### config.mk
export PLATFORM = sky130hd
export DESIGN_NAME = calc_entry_ctrl
export DESIGN_NICKNAME = d
export VERILOG_FILES = /design/src/rtl/calc_entry_ctrl.sv
export SDC_FILE = /design/constraint.sdc
export NUM_CORES = 1
export LEC_CHECK = 0
export ABC_AREA = 1
export CAP_MARGIN = 20
export CORE_MARGIN = 5
export CORE_UTILIZATION = 50
export DETAILED_ROUTE_END_ITERATION = 10
export PLACE_DENSITY = 0.68
export SLEW_MARGIN = 20
export SYNTH_ARGS = -nofsm -noshare
export SYNTH_HDL_FRONTEND = slang
export SYNTH_SLANG_ARGS = --single-unit
### constraint.sdc
create_clock -name clk -period 6.9 [get_ports clk]
set_input_delay 2.07 -clock clk [delete_from_list [all_inputs] [get_ports clk]]
set_output_delay 2.07 -clock clk [all_outputs]
set_load 0.1 [all_outputs]
### src/rtl/calc_entry_ctrl.sv
// Calculator entry controller: builds hex operands from keypad keystrokes, latches
// the operator, evaluates on EXE or on a chained operator and selects the display value.
module calc_entry_ctrl #(
    parameter int unsigned WIDTH  = 16,
    parameter int unsigned DIGITS = WIDTH / 4
) (
    input  logic             clk,
    input  logic             rst,
    input  logic             key_press,
    input  logic [4:0]       key_val,
    output logic [WIDTH-1:0] operand_a,
    output logic [WIDTH-1:0] operand_b,
    output logic [2:0]       op_code,
    output logic [WIDTH-1:0] result,
    output logic [WIDTH-1:0] display,
    output logic [1:0]       state,
    output logic             overflow,
    output logic             result_valid
);

    localparam int unsigned CW = $clog2(DIGITS + 1);
    localparam int unsigned SW = WIDTH + 1;
    localparam int unsigned PW = 2 * WIDTH;

    localparam logic [2:0] OP_ADD = 3'd0;
    localparam logic [2:0] OP_MUL = 3'd1;
    localparam logic [2:0] OP_AND = 3'd2;
    localparam logic [2:0] OP_SUB = 3'd3;
    localparam logic [2:0] OP_OR  = 3'd4;

    typedef enum logic [1:0] {
        S_ENTER_A  = 2'd0,
        S_OP_SET   = 2'd1,
        S_ENTER_B  = 2'd2,
        S_SHOW_RES = 2'd3
    } state_e;

    state_e           state_q, state_d;
    logic [WIDTH-1:0] a_q, a_d;
    logic [WIDTH-1:0] b_q, b_d;
    logic [WIDTH-1:0] res_q, res_d;
    logic [WIDTH-1:0] disp_q, disp_d;
    logic [2:0]       op_q, op_d;
    logic             ovf_q, ovf_d;
    logic             rv_q, rv_d;
    logic [CW-1:0]    cnt_a_q, cnt_a_d;
    logic [CW-1:0]    cnt_b_q, cnt_b_d;

    logic             k_digit, k_op, k_exe, k_ce, k_clr;
    logic [2:0]       k_opsel;
    logic [WIDTH-1:0] digit;
    logic             clear_all;

    logic [SW-1:0]    sum;
    logic [PW-1:0]    prod;
    logic [WIDTH-1:0] alu_res;
    logic             alu_ovf;

    // Keystroke decode; invalid codes fall through with every strobe low.
    always_comb begin
        k_digit = 1'b0;
        k_op    = 1'b0;
        k_exe   = 1'b0;
        k_ce    = 1'b0;
        k_clr   = 1'b0;
        k_opsel = OP_ADD;
        if (key_press) begin
            if (!key_val[4]) begin
                k_digit = 1'b1;
            end else begin
                case (key_val[3:0])
                    4'h0:    begin k_op = 1'b1; k_opsel = OP_ADD; end
                    4'h1:    begin k_op = 1'b1; k_opsel = OP_MUL; end
                    4'h2:    begin k_op = 1'b1; k_opsel = OP_AND; end
                    4'h3:    k_exe = 1'b1;
                    4'h4:    begin k_op = 1'b1; k_opsel = OP_SUB; end
                    4'h5:    begin k_op = 1'b1; k_opsel = OP_OR;  end
                    4'h6:    k_ce  = 1'b1;
                    4'h7:    k_clr = 1'b1;
                    default: ;
                endcase
            end
        end
    end

    assign digit = WIDTH'(key_val[3:0]);

    // ALU on the registered operands and operator.
    always_comb begin
        sum     = SW'(a_q) + SW'(b_q);
        prod    = PW'(a_q) * PW'(b_q);
        alu_res = '0;
        alu_ovf = 1'b0;
        case (op_q)
            OP_ADD: begin alu_res = sum[WIDTH-1:0];  alu_ovf = sum[WIDTH];           end
            OP_MUL: begin alu_res = prod[WIDTH-1:0]; alu_ovf = |prod[PW-1:WIDTH];    end
            OP_AND: alu_res = a_q & b_q;
            OP_SUB: begin alu_res = a_q - b_q;       alu_ovf = (a_q < b_q);          end
            OP_OR:  alu_res = a_q | b_q;
            default: ;
        endcase
    end

    // CE while a result is shown behaves exactly like CLR.
    assign clear_all = k_clr | (k_ce & (state_q == S_SHOW_RES));

    // Next-state and datapath update.
    always_comb begin
        state_d = state_q;
        a_d     = a_q;
        b_d     = b_q;
        res_d   = res_q;
        op_d    = op_q;
        ovf_d   = ovf_q;
        rv_d    = 1'b0;
        cnt_a_d = cnt_a_q;
        cnt_b_d = cnt_b_q;
        disp_d  = disp_q;

        if (clear_all) begin
            state_d = S_ENTER_A;
            a_d     = '0;
            b_d     = '0;
            res_d   = '0;
            op_d    = OP_ADD;
            ovf_d   = 1'b0;
            cnt_a_d = '0;
            cnt_b_d = '0;
        end else begin
            case (state_q)
                S_ENTER_A: begin
                    if (k_digit && (cnt_a_q < CW'(DIGITS))) begin
                        a_d     = (a_q << 4) | digit;
                        cnt_a_d = cnt_a_q + CW'(1);
                    end else if (k_op) begin
                        op_d    = k_opsel;
                        state_d = S_OP_SET;
                    end else if (k_ce) begin
                        a_d     = '0;
                        cnt_a_d = '0;
                    end
                end
                S_OP_SET: begin
                    if (k_digit) begin
                        b_d     = digit;
                        cnt_b_d = CW'(1);
                        state_d = S_ENTER_B;
                    end else if (k_op) begin
                        op_d = k_opsel;
                    end else if (k_ce) begin
                        state_d = S_ENTER_A;
                    end
                end
                S_ENTER_B: begin
                    if (k_digit && (cnt_b_q < CW'(DIGITS))) begin
                        b_d     = (b_q << 4) | digit;
                        cnt_b_d = cnt_b_q + CW'(1);
                    end else if (k_exe) begin
                        res_d   = alu_res;
                        ovf_d   = alu_ovf;
                        rv_d    = 1'b1;
                        state_d = S_SHOW_RES;
                    end else if (k_op) begin
                        // Chained operator: the result becomes a full-length A.
                        res_d   = alu_res;
                        ovf_d   = alu_ovf;
                        rv_d    = 1'b1;
                        a_d     = alu_res;
                        cnt_a_d = CW'(DIGITS);
                        b_d     = '0;
                        cnt_b_d = '0;
                        op_d    = k_opsel;
                        state_d = S_OP_SET;
                    end else if (k_ce) begin
                        b_d     = '0;
                        cnt_b_d = '0;
                    end
                end
                S_SHOW_RES: begin
                    if (k_digit) begin
                        a_d     = digit;
                        cnt_a_d = CW'(1);
                        b_d     = '0;
                        cnt_b_d = '0;
                        state_d = S_ENTER_A;
                    end else if (k_op) begin
                        a_d     = res_q;
                        cnt_a_d = CW'(DIGITS);
                        b_d     = '0;
                        cnt_b_d = '0;
                        op_d    = k_opsel;
                        state_d = S_OP_SET;
                    end
                end
                default: state_d = S_ENTER_A;
            endcase
        end

        case (state_d)
            S_ENTER_B:  disp_d = b_d;
            S_SHOW_RES: disp_d = res_d;
            default:    disp_d = a_d;
        endcase
    end

    always_ff @(posedge clk) begin
        if (!rst) begin
            state_q <= S_ENTER_A;
            a_q     <= '0;
            b_q     <= '0;
            res_q   <= '0;
            disp_q  <= '0;
            op_q    <= OP_ADD;
            ovf_q   <= 1'b0;
            rv_q    <= 1'b0;
            cnt_a_q <= '0;
            cnt_b_q <= '0;
        end else begin
            state_q <= state_d;
            a_q     <= a_d;
            b_q     <= b_d;
            res_q   <= res_d;
            disp_q  <= disp_d;
            op_q    <= op_d;
            ovf_q   <= ovf_d;
            rv_q    <= rv_d;
            cnt_a_q <= cnt_a_d;
            cnt_b_q <= cnt_b_d;
        end
    end

    assign operand_a    = a_q;
    assign operand_b    = b_q;
    assign op_code      = op_q;
    assign result       = res_q;
    assign display      = disp_q;
    assign state        = state_q;
    assign overflow     = ovf_q;
    assign result_valid = rv_q;

endmodule

==> results.sh, run 1 <==
export IMPL_final_cell_mix="nand2_1 (641), inv_1 (608), fa_1 (196)"
export IMPL_r2r_worst_path_cells=26
export IMPL_drive_above_1_share_pct=4.49
export IMPL_grt_setup_unrepaired="no"
export IMPL_std_cell_rows=65
export IMPL_io_buffers=78
export IMPL_routedWlPerCell_um=18.9
export IMPL_core_um2=31400
export IMPL_num_vias=15300
export IMPL_syn_area_um2=15800
export IMPL_antenna_found_initial=1
export IMPL_syn_to_final_growth_pct=9.67
export IMPL_cp_slowest_cell="dfxtp_1"
export IMPL_timing_final_crit_share_pct=93.7
export IMPL_status="complete, no violations"
export IMPL_worst_setup_path_type="flop to flop"
export IMPL_async_flop_share_pct=0
export IMPL_ys_ff_latch=77
export IMPL_via_per_inst=5.42
export IMPL_final_common_cell="nand2_1"
export IMPL_synthCells=2391
export IMPL_synth_nets=2749
export IMPL_cts_buffer_depth=2
export IMPL_track_usage_pct=30.0
export IMPL_hold_path_class="flop to flop"
export IMPL_max_slew_margin_pct=25.5
export IMPL_clock_sinks=77
export IMPL_path_max_fanout=12
export IMPL_grt_pass1_wl_um=84500
export IMPL_power_density_nw_per_um2=85.3
export IMPL_grt_start_max_net_pins=29
export IMPL_htreeDepth=3
export IMPL_cpPeakStageDelay_ns=0.69
export IMPL_cts_root_buffer="clkbuf_16"
export IMPL_crit_path_frequent_cell="nand2_1"
export IMPL_hold_path_depth=2
export IMPL_cts_tree="done"
export IMPL_die_area_um2=35200
export IMPL_leakage_nw=9.55
export IMPL_cp_depth=26
export IMPL_die_x_um=188
export IMPL_fmax_mhz=155
export IMPL_multi_input_area_um2=11500
export IMPL_post_route_drc_count=0
export IMPL_max_cap_violations=0
export IMPL_antenna_cells=0
export IMPL_clkLatencyLatePin_ns=0.36
export IMPL_cts_clk_slew_worst_paths_ns=0.07
export IMPL_synth_edff_count=0
export IMPL_utilization_pct=55.2
export IMPL_grt_pass1_vias=15700
export IMPL_cts_made_buffers=9
export IMPL_worst_pin_slew_ns=1.11
export IMPL_overflow=0
export IMPL_io_pins=79
export IMPL_critical_path_top_delay_family="adder cells"
export IMPL_hold_violations=0
export IMPL_cts_resized=0
export IMPL_syn_area_per_cell_um2=6.60
export IMPL_place_gp_congestion=0.991
export IMPL_dp_final_hpwl_um=44200
export IMPL_drv_slew=0
export IMPL_synth_ff_type="dfxtp_1"
export IMPL_routed_wirelength_um=53500
export IMPL_fin_nets=2783
export IMPL_nFillCells=3098
export IMPL_synth_seq_area_share_pct=9.76
export IMPL_die_h_um=188
export IMPL_cts_setup_buffers=0
export IMPL_crit_arrival_ns=6.70
export IMPL_setup_violations=0
export IMPL_post_route_min_period_ns=6.46
export IMPL_peakVddDrop_mv=0.167
export IMPL_start_util_pct=50.3
export IMPL_dr_pass1_iters=6
export IMPL_p_total_mw=1.48
export IMPL_start_kind="flop"
export IMPL_seqCellArea_um2=1540
export IMPL_cts_hold_buffers=0
export IMPL_setup_worst_path_end_class="flop"
export IMPL_path_buf_inv=4
export IMPL_fin_skew_ns=0.0130
export IMPL_yosys_warnings=0
export IMPL_antenna_left=0
export IMPL_crit_required_ns=7.14
export IMPL_tns_ns=0
export IMPL_drtIter0Drc=1175
export IMPL_yosysUniqueCellTypes=49
synth_stat cells, types with 4 or more instances:
cell / count / area share, %
nand2_1: 641 / 15
a22oi_1: 4 / 0.19
a31oi_1: 6 / 0.24
o221ai_1: 8 / 0.44
buf_2: 24 / 0.76
o211ai_1: 28 / 1.3
a211oi_1: 5 / 0.24
o22ai_1: 22 / 0.87
clkbuf_1: 71 / 1.7
o21ai_0: 66 / 2.1
inv_2: 14 / 0.33
a21o_1: 5 / 0.24
nor2_1: 139 / 3.3
a21oi_1: 90 / 2.9
dfxtp_1: 77 / 9.8
or2_2: 6 / 0.24
xnor2_1: 6 / 0.33
nand4_1: 30 / 1.2
fa_1: 196 / 25
a21boi_0: 4 / 0.19
nand3b_1: 4 / 0.19
nand2_2: 5 / 0.20
nor2_2: 5 / 0.20
ha_1: 154 / 12
nor3_1: 14 / 0.44
nand3_1: 113 / 3.6
and2_1: 6 / 0.24
inv_1: 608 / 14
a21oi_2: 7 / 0.39
worst register-to-register path, stage by stage (launching register included):
cell	delay, ns
dfxtp_1	0.69
buf_4	0.29
ha_1	0.21
inv_1	0.10
fa_1	0.46
fa_1	0.51
fa_1	0.57
fa_1	0.44
fa_1	0.46
fa_1	0.49
inv_1	0.04
ha_1	0.39
nand2_1	0.14
nor2_1	0.22
inv_1	0.09
nor2_1	0.14
nand4_1	0.15
nand4_1	0.11
nand2_1	0.06
nor2_1	0.15
nand2_1	0.07
nor2_1	0.10
nand2_1	0.09
nand2_1	0.16
nand2_1	0.08
nand2_1	0.06
a21oi_1	0.06
cells by family (layout without fill, tap and decap cells):
family | count (synthesis) | count (layout) | share of synthesized area [%]
adders and majority gates | 350 | 350 | 37.1
AOI/OAI and AO/OA | 260 | 260 | 9.91
DFF | 77 | 77 | 9.76
xor gates and xnor gates | 7 | 7 | 0.388
buffers and inverters | 725 | 764 | 17.6
and+or+nand+nor | 972 | 972 | 25.3
per-layer routing:
layer  vias up  track usage (%)  routed length (um)
li1       7249                -                   -
met2       695             50.1               24900
met1      7260             39.2               22500
met4         2             10.7                1890
met3       134             5.31                4220
met5         -                0                   7
registers in the layout, indices dropped and copies added, names as in the netlist:
register,flops
cnt_b_q,3
overflow,1
operand_b,16
display,16
op_code,3
state,2
result,16
cnt_a_q,3
result_valid,1
operand_a,16
final timing paths:
check               startpoint    endpoint  slack (ns)
hold / removal      cnt_b_q[1]  cnt_b_q[1]        0.48
setup reg to reg  operand_a[8]    overflow        0.44
hold reg to reg     cnt_b_q[1]  cnt_b_q[1]        0.48
setup / recovery  operand_a[8]    overflow        0.44
metrics by stage:
stage / setup WS [ns] / cells / area (um^2) / hold WS (ns)
6_report: 0.436 / 2832 / 17300 / 0.477
5_1_grt: 0.0338 / 2832 / 17300 / 0.498
4_1_cts: 0.528 / 2832 / 17300 / 0.481
3_5_place_dp: 0.555 / 2816 / 17000 / 0.472
3_3_place_gp: 0.595 / 2816 / 17000 / 0.454
2_1_floorplan: 0.399 / 2391 / 15800 / 0.441
power breakdown:
part | switching, mW | internal (mW)
clock network | 0.220 | 0.319
registers | 0.0319 | 0.459
logic | 0.328 | 0.118
total | 0.580 | 0.896
final cells by class:
cell class                      instances  area share (%)
Clock inverter                          7           0.571
Tap cell                              402            2.90
Clock buffer                            9            1.30
Multi-Input combinational cell       1589            66.2
Sequential cell                        77            8.90
Inverter                              623            13.5
Timing Repair Buffer                  125            6.55
Power figures use the tool's default switching activity.
==> run 2, diff against run 1 <==
- GPL_TIMING_DRIVEN: unset -> 0
==> run 2 against run 1 <==
Utilization grew 0.81 points. Wire length grew 7.3%. Clock power shrank 5.2%. Setup slack lost 0.26 ns. Non-clock buffer count grew 53. Die area is the same. Sequential power shrank 3%. Via count grew 1.2%. Count of clock-buffer cells in the layout grew 2. Global-route usage grew 2.3 points. Critical path depth grew 4. Largest power group unchanged. Worst hold slack gained 0.0025 ns.
==> results.sh, run 2 (same netlist as run 1, synthesis figures left out) <==
export IMPL_start_util_pct=50.3
export IMPL_via_per_inst=5.38
export IMPL_p_int_mw=0.905
export IMPL_power_density_nw_per_um2=83.4
export IMPL_swShare_pct=38.2
export IMPL_nFillCells=3125
export IMPL_cts_hold_buffers=0
export IMPL_tns_ns=0
export IMPL_hold_violations=0
export IMPL_placed_area_um2=17100
export IMPL_status="complete, no violations"
export IMPL_cp_slowest_cell="fa_1"
export IMPL_cpPeakStageDelay_ns=0.57
export IMPL_clkLatencyLatePin_ns=0.35
export IMPL_cts_setup_buffers=0
export IMPL_grt_pass1_wl_um=88600
export IMPL_io_pins=79
export IMPL_crit_arrival_ns=6.95
export IMPL_seqPwrFrac_pct=32.5
export IMPL_crit_required_ns=7.13
export IMPL_cts_tree="done"
export IMPL_grt_pass1_vias=15900
export IMPL_setup_worst_path_end_class="flop"
export IMPL_antenna_found_initial=0
export IMPL_worst_setup_path_type="flop to flop"
export IMPL_die_h_um=188
export IMPL_antenna_left=0
export IMPL_busiest_layer="met2"
export IMPL_clock_sinks=77
export IMPL_drtIter0Drc=1275
export IMPL_cts_root_buffer="clkbuf_16"
export IMPL_dp_final_hpwl_um=48100
export IMPL_overflow=0
export IMPL_max_slew_margin_pct=33.0
export IMPL_die_area_um2=35200
export IMPL_place_gp_congestion=1.01
export IMPL_start_kind="flop"
export IMPL_std_cell_rows=65
export IMPL_met1_usage_pct=41.2
export IMPL_final_common_cell="nand2_1"
export IMPL_io_buffers=77
export IMPL_syn_to_final_growth_pct=11.3
export IMPL_grt_start_max_net_pins=13
export IMPL_routed_wirelength_um=57400
export IMPL_utilization_pct=56.0
export IMPL_htreeDepth=3
export IMPL_core_um2=31400
export IMPL_comb_power_share_pct=32.6
export IMPL_worst_pin_slew_ns=1.00
export IMPL_setup_violations=0
export IMPL_max_cap_violations=0
export IMPL_fin_nets=2836
export IMPL_die_x_um=188
export IMPL_post_route_drc_count=0
export IMPL_timing_final_crit_share_pct=97.4
export IMPL_fmax_mhz=149
export IMPL_clockPowerShare_pct=34.9
export IMPL_crit_path_frequent_cell="nand2_1"
export IMPL_num_vias=15500
export IMPL_drv_slew=0
export IMPL_use_met2_pct=55.3
export IMPL_hold_path_class="flop to flop"
export IMPL_fin_area_um2=17600
export IMPL_cts_made_buffers=9
export IMPL_fin_skew_ns=0.00854
export IMPL_cts_buffer_depth=2
export IMPL_post_route_min_period_ns=6.72
export IMPL_timing_hold_ws_ns=0.479
export IMPL_power_switching_mw=0.559
export IMPL_path_max_fanout=10
export IMPL_final_cell_mix="nand2_1 (640), inv_1 (608), fa_1 (196)"
export IMPL_cts_resized=60
export IMPL_cts_clk_slew_worst_paths_ns=0.06
export IMPL_gr_usage_met3_pct=4.82
export IMPL_dr_pass1_iters=5
export IMPL_track_usage_pct=32.3
export IMPL_routedWlPerCell_um=19.9
export IMPL_leakage_nw=9.75
export IMPL_peakVddDrop_mv=0.159
export IMPL_drive_above_1_share_pct=6.45
-- run 2: changes by cell type in the layout (fill, tap and decap cells not counted), moves of 2 or more --
cell and delta:
buf_6 +4, clkbuf_2 +28, o21ai_0 -3, clkbuf_1 +15, clkinv_4 -2, nand3_1 -2, buf_4 -42, nand3_2 +2
buf_2 +28, o21ai_2 +2, nor2_1 -6, clkbuf_4 +22, nor2_2 +5
-- run 2: stage by stage --
stage | setup slack, ns | std cells | total power, mW
after floorplan | 0.399 | 2391 | 0.800
after global placement | -0.802 | 2870 | 0.944
after detailed placement | -0.838 | 2870 | 0.945
after CTS | 0.000461 | 2885 | 1.45
after global routing | -0.00877 | 2884 | 1.52
final | 0.180 | 2885 | 1.46
-- run 2: worst paths after layout --
check	from	end	slack, ns	cells past startpoint
max	operand_b[2]	overflow	0.18	30
min	cnt_b_q[2]	cnt_b_q[2]	0.48	2
max reg2reg	operand_b[2]	overflow	0.18	30
min reg2reg	cnt_b_q[2]	cnt_b_q[2]	0.48	2
-- run 2: worst max-delay path: cells and delay by family (launching register included) --
family | cells | cell delay [ns]
AOI/OAI and AO/OA | 1 | 0.07
DFF | 1 | 0.41
adders and majority gates | 7 | 3.38
and+or+nand+nor | 16 | 1.97
buffers and inverters | 6 | 0.78
-- run 2: power groups by stage --
stage | Clock, mW | Combinational [mW] | Sequential, mW
finish | 0.511 | 0.477 | 0.476
detailed placement | 0 | 0.461 | 0.484
CTS | 0.512 | 0.467 | 0.475
floorplan | 0 | 0.223 | 0.577
global placement | 0 | 0.460 | 0.484
global route | 0.533 | 0.509 | 0.478
-- run 2: metal layers --
layer | vias up | part of all wire [%]
met5 | - | 0
met2 | 653 | 48
met3 | 129 | 7.4
met1 | 7358 | 41
met4 | 0 | 3.9
li1 | 7379 | -
-- run 2: layout make-up --
cell class                      instances  area (um^2)  share of cell area, %
Antenna cell                            1         2.50                 0.0142
Clock buffer                           11          243                   1.38
Clock inverter                          4         72.6                  0.413
Inverter                              623         2340                   13.3
Sequential cell                        77         1540                   8.78
Tap cell                              402          503                   2.86
Buffer                                101          581                   3.30
Timing Repair Buffer                   77          771                   4.39
Multi-Input combinational cell       1589        11500                   65.5
==> run 3, diff against run 2 <==
- CORE_UTILIZATION: 50 -> 54
- PLACE_DENSITY: 0.68 -> 0.73
- clock period: 6.9 -> 7.6 ns (I/O delays scaled with it)
==> run 3 against run 2 <==
Setup slack better by 0.15 ns. Largest cell class unchanged. Register-to-register slack better by 0.15 ns. Final area fell by 1.1%. Highest routed layer is now met5. Wire length is 2.7% lower. Maximum frequency fell by 7.6%. Clock power shrank 12%. Die area decreased by 7.0%. Count of clock-buffer cells in the layout down 2. Clock skew down 0.0016 ns. First-iteration DRC count is 0.55% higher. Sequential share of layout area rose by 0.088 points. Worst hold slack lost 0.0043 ns.
==> results.sh, run 3 (same netlist as run 1, synthesis figures left out) <==
export IMPL_status="complete, no violations"
export IMPL_setup_worst_path_end_class="flop"
export IMPL_std_cell_rows=62
export IMPL_die_area_um2=32800
export IMPL_r2r_slack_ns=0.33
export IMPL_hold_path_class="flop to flop"
export IMPL_core_um2=28800
export IMPL_holdPathEnd="overflow"
export IMPL_leakage_nw=9.61
export IMPL_syn_to_final_growth_pct=10.1
export IMPL_num_vias=15700
export IMPL_worst_setup_path_type="flop to flop"
export IMPL_routedWlPerCell_um=19.5
export IMPL_antenna_left=0
export IMPL_power_density_nw_per_um2=75.3
export IMPL_cts_clk_slew_worst_paths_ns=0.06
export IMPL_hold_violations=0
export IMPL_start_kind="flop"
export IMPL_clock_sinks=77
export IMPL_worst_pin_slew_ns=1.00
export IMPL_post_route_drc_count=0
export IMPL_crit_arrival_ns=7.49
export IMPL_crit_path_frequent_cell="nand2_1"
export IMPL_nFillCells=2782
export IMPL_setup_violations=0
export IMPL_grt_pass1_vias=16100
export IMPL_final_common_cell="nand2_1"
export IMPL_io_buffers=77
export IMPL_wl_met2_um=26200
export IMPL_timing_hold_ws_ns=0.475
export IMPL_max_slew_margin_pct=33.0
export IMPL_tns_ns=0
export IMPL_drive_above_1_share_pct=4.76
export IMPL_r2r_start="operand_a[14]"
export IMPL_cts_root_buffer="clkbuf_16"
export IMPL_io_pins=79
export IMPL_dp_slack_ns=-0.0333
export IMPL_cts_hold_buffers=0
export IMPL_wl_met3_um=5000
export IMPL_r2r_worst_path_cells=29
export IMPL_peakVddDrop_mv=0.167
export IMPL_place_gp_congestion=1.01
export IMPL_overflow=0
export IMPL_track_usage_pct=34.1
export IMPL_clkLatencyLatePin_ns=0.35
export IMPL_antenna_found_initial=1
export IMPL_fin_nets=2836
export IMPL_dr_pass1_iters=6
export IMPL_r2r_end="overflow"
export IMPL_max_cap_violations=0
export IMPL_cts_made_buffers=9
export IMPL_path_max_fanout=10
export IMPL_via_per_inst=5.46
export IMPL_post_route_min_period_ns=7.27
export IMPL_dp_final_hpwl_um=46900
export IMPL_htreeDepth=3
export IMPL_grt_pass1_wl_um=88000
export IMPL_drt_met1_wl_um=22100
export IMPL_antenna_cells=0
export IMPL_drv_slew=0
export IMPL_seqCellArea_um2=1540
export IMPL_grt_setup_unrepaired="no"
export IMPL_highest_layer="met5"
export IMPL_fin_ws_ns=0.328
export IMPL_cpPeakStageDelay_ns=0.60
export IMPL_die_h_um=181
export IMPL_hold_path_depth=2
export IMPL_die_x_um=181
export IMPL_min_from="overflow"
export IMPL_timing_final_crit_share_pct=95.7
export IMPL_p_total_mw=1.31
export IMPL_fin_skew_ns=0.00697
export IMPL_placed_area_um2=17000
export IMPL_grt_start_max_net_pins=13
export IMPL_start_util_pct=54.9
export IMPL_cts_tree="done"
export IMPL_crit_required_ns=7.82
export IMPL_fmax_mhz=138
export IMPL_multi_input_area_um2=11500
export IMPL_fin_area_um2=17400
export IMPL_cp_slowest_cell="clkbuf_1"
export IMPL_final_cell_mix="nand2_1 (641), inv_1 (608), fa_1 (196)"
export IMPL_cts_buffer_depth=2
export IMPL_drtIter0Drc=1282
export IMPL_routed_wirelength_um=55800
## run 3: cell types whose count changed in the layout (fill, tap and decap cells not counted), moves of 2 or more
cell	change
nand3_1	+2
clkbuf_4	-22
nor2_2	-5
buf_6	-2
buf_4	-4
nand3_2	-2
buf_2	-3
clkbuf_1	+29
nor2_1	+6
o21ai_2	-2
## run 3: critical path: cells and delay by family (launching register included)
| kind | cells | cell delay (ns) |
|---|---|---|
| fa+ha+maj | 7 | 3.41 |
| buf+inv | 6 | 1.27 |
| compound gates | 1 | 0.07 |
| flops | 1 | 0.38 |
| simple gates | 15 | 2.00 |
## run 3: power breakdown
| part | switching, mW | internal, mW | total (mW) |
|---|---|---|---|
| logic | 0.320 | 0.106 | 0.425 |
| clock network | 0.170 | 0.283 | 0.452 |
| registers | 0.0141 | 0.417 | 0.432 |
| total | 0.504 | 0.806 | 1.31 |
## run 3: what timing repair did
action                     CTS  global route
setup buffers                0             0
setup endpoints to repair    3            10
resized for setup            3            54
## run 3: final cells by class
type | instances | area share, %
plain buffers | 101 | 2.68
clock buffers | 9 | 1.30
clock inverters | 5 | 0.446
inverters | 623 | 13.5
multi-input cells | 1589 | 66.0
flip-flops and latches | 77 | 8.87
well taps | 384 | 2.76
repair buffers | 77 | 4.43
## run 3: worst max-delay path by stage
| stage | slack (ns) | endpoint | cells after the start | startpoint |
|---|---|---|---|---|
| CTS | 0.04 | display[15] | 28 | operand_a[10] |
| global route | 0.07 | overflow | 29 | operand_a[14] |
| detailed placement | -0.03 | display[12] | 27 | operand_a[9] |
| floorplan | 1.10 | display[13] | 28 | operand_b[1] |
| global placement | 0.02 | display[12] | 27 | operand_a[9] |
| finish | 0.33 | overflow | 29 | operand_a[14] |
## run 3: routing by layer
metal	track usage, %	vias to the layer above
met4	13.8	2
met3	6.43	152
met5	0	-
met1	42.6	7382
li1	-	7356
met2	58.2	764
## run 3: through the flow
step	utilization [%]	std cells
after floorplan	-	2391
after global placement	59.2	2852
after detailed placement	59.2	2852
after CTS	60.3	2866
after global routing	60.4	2865
final	60.4	2865
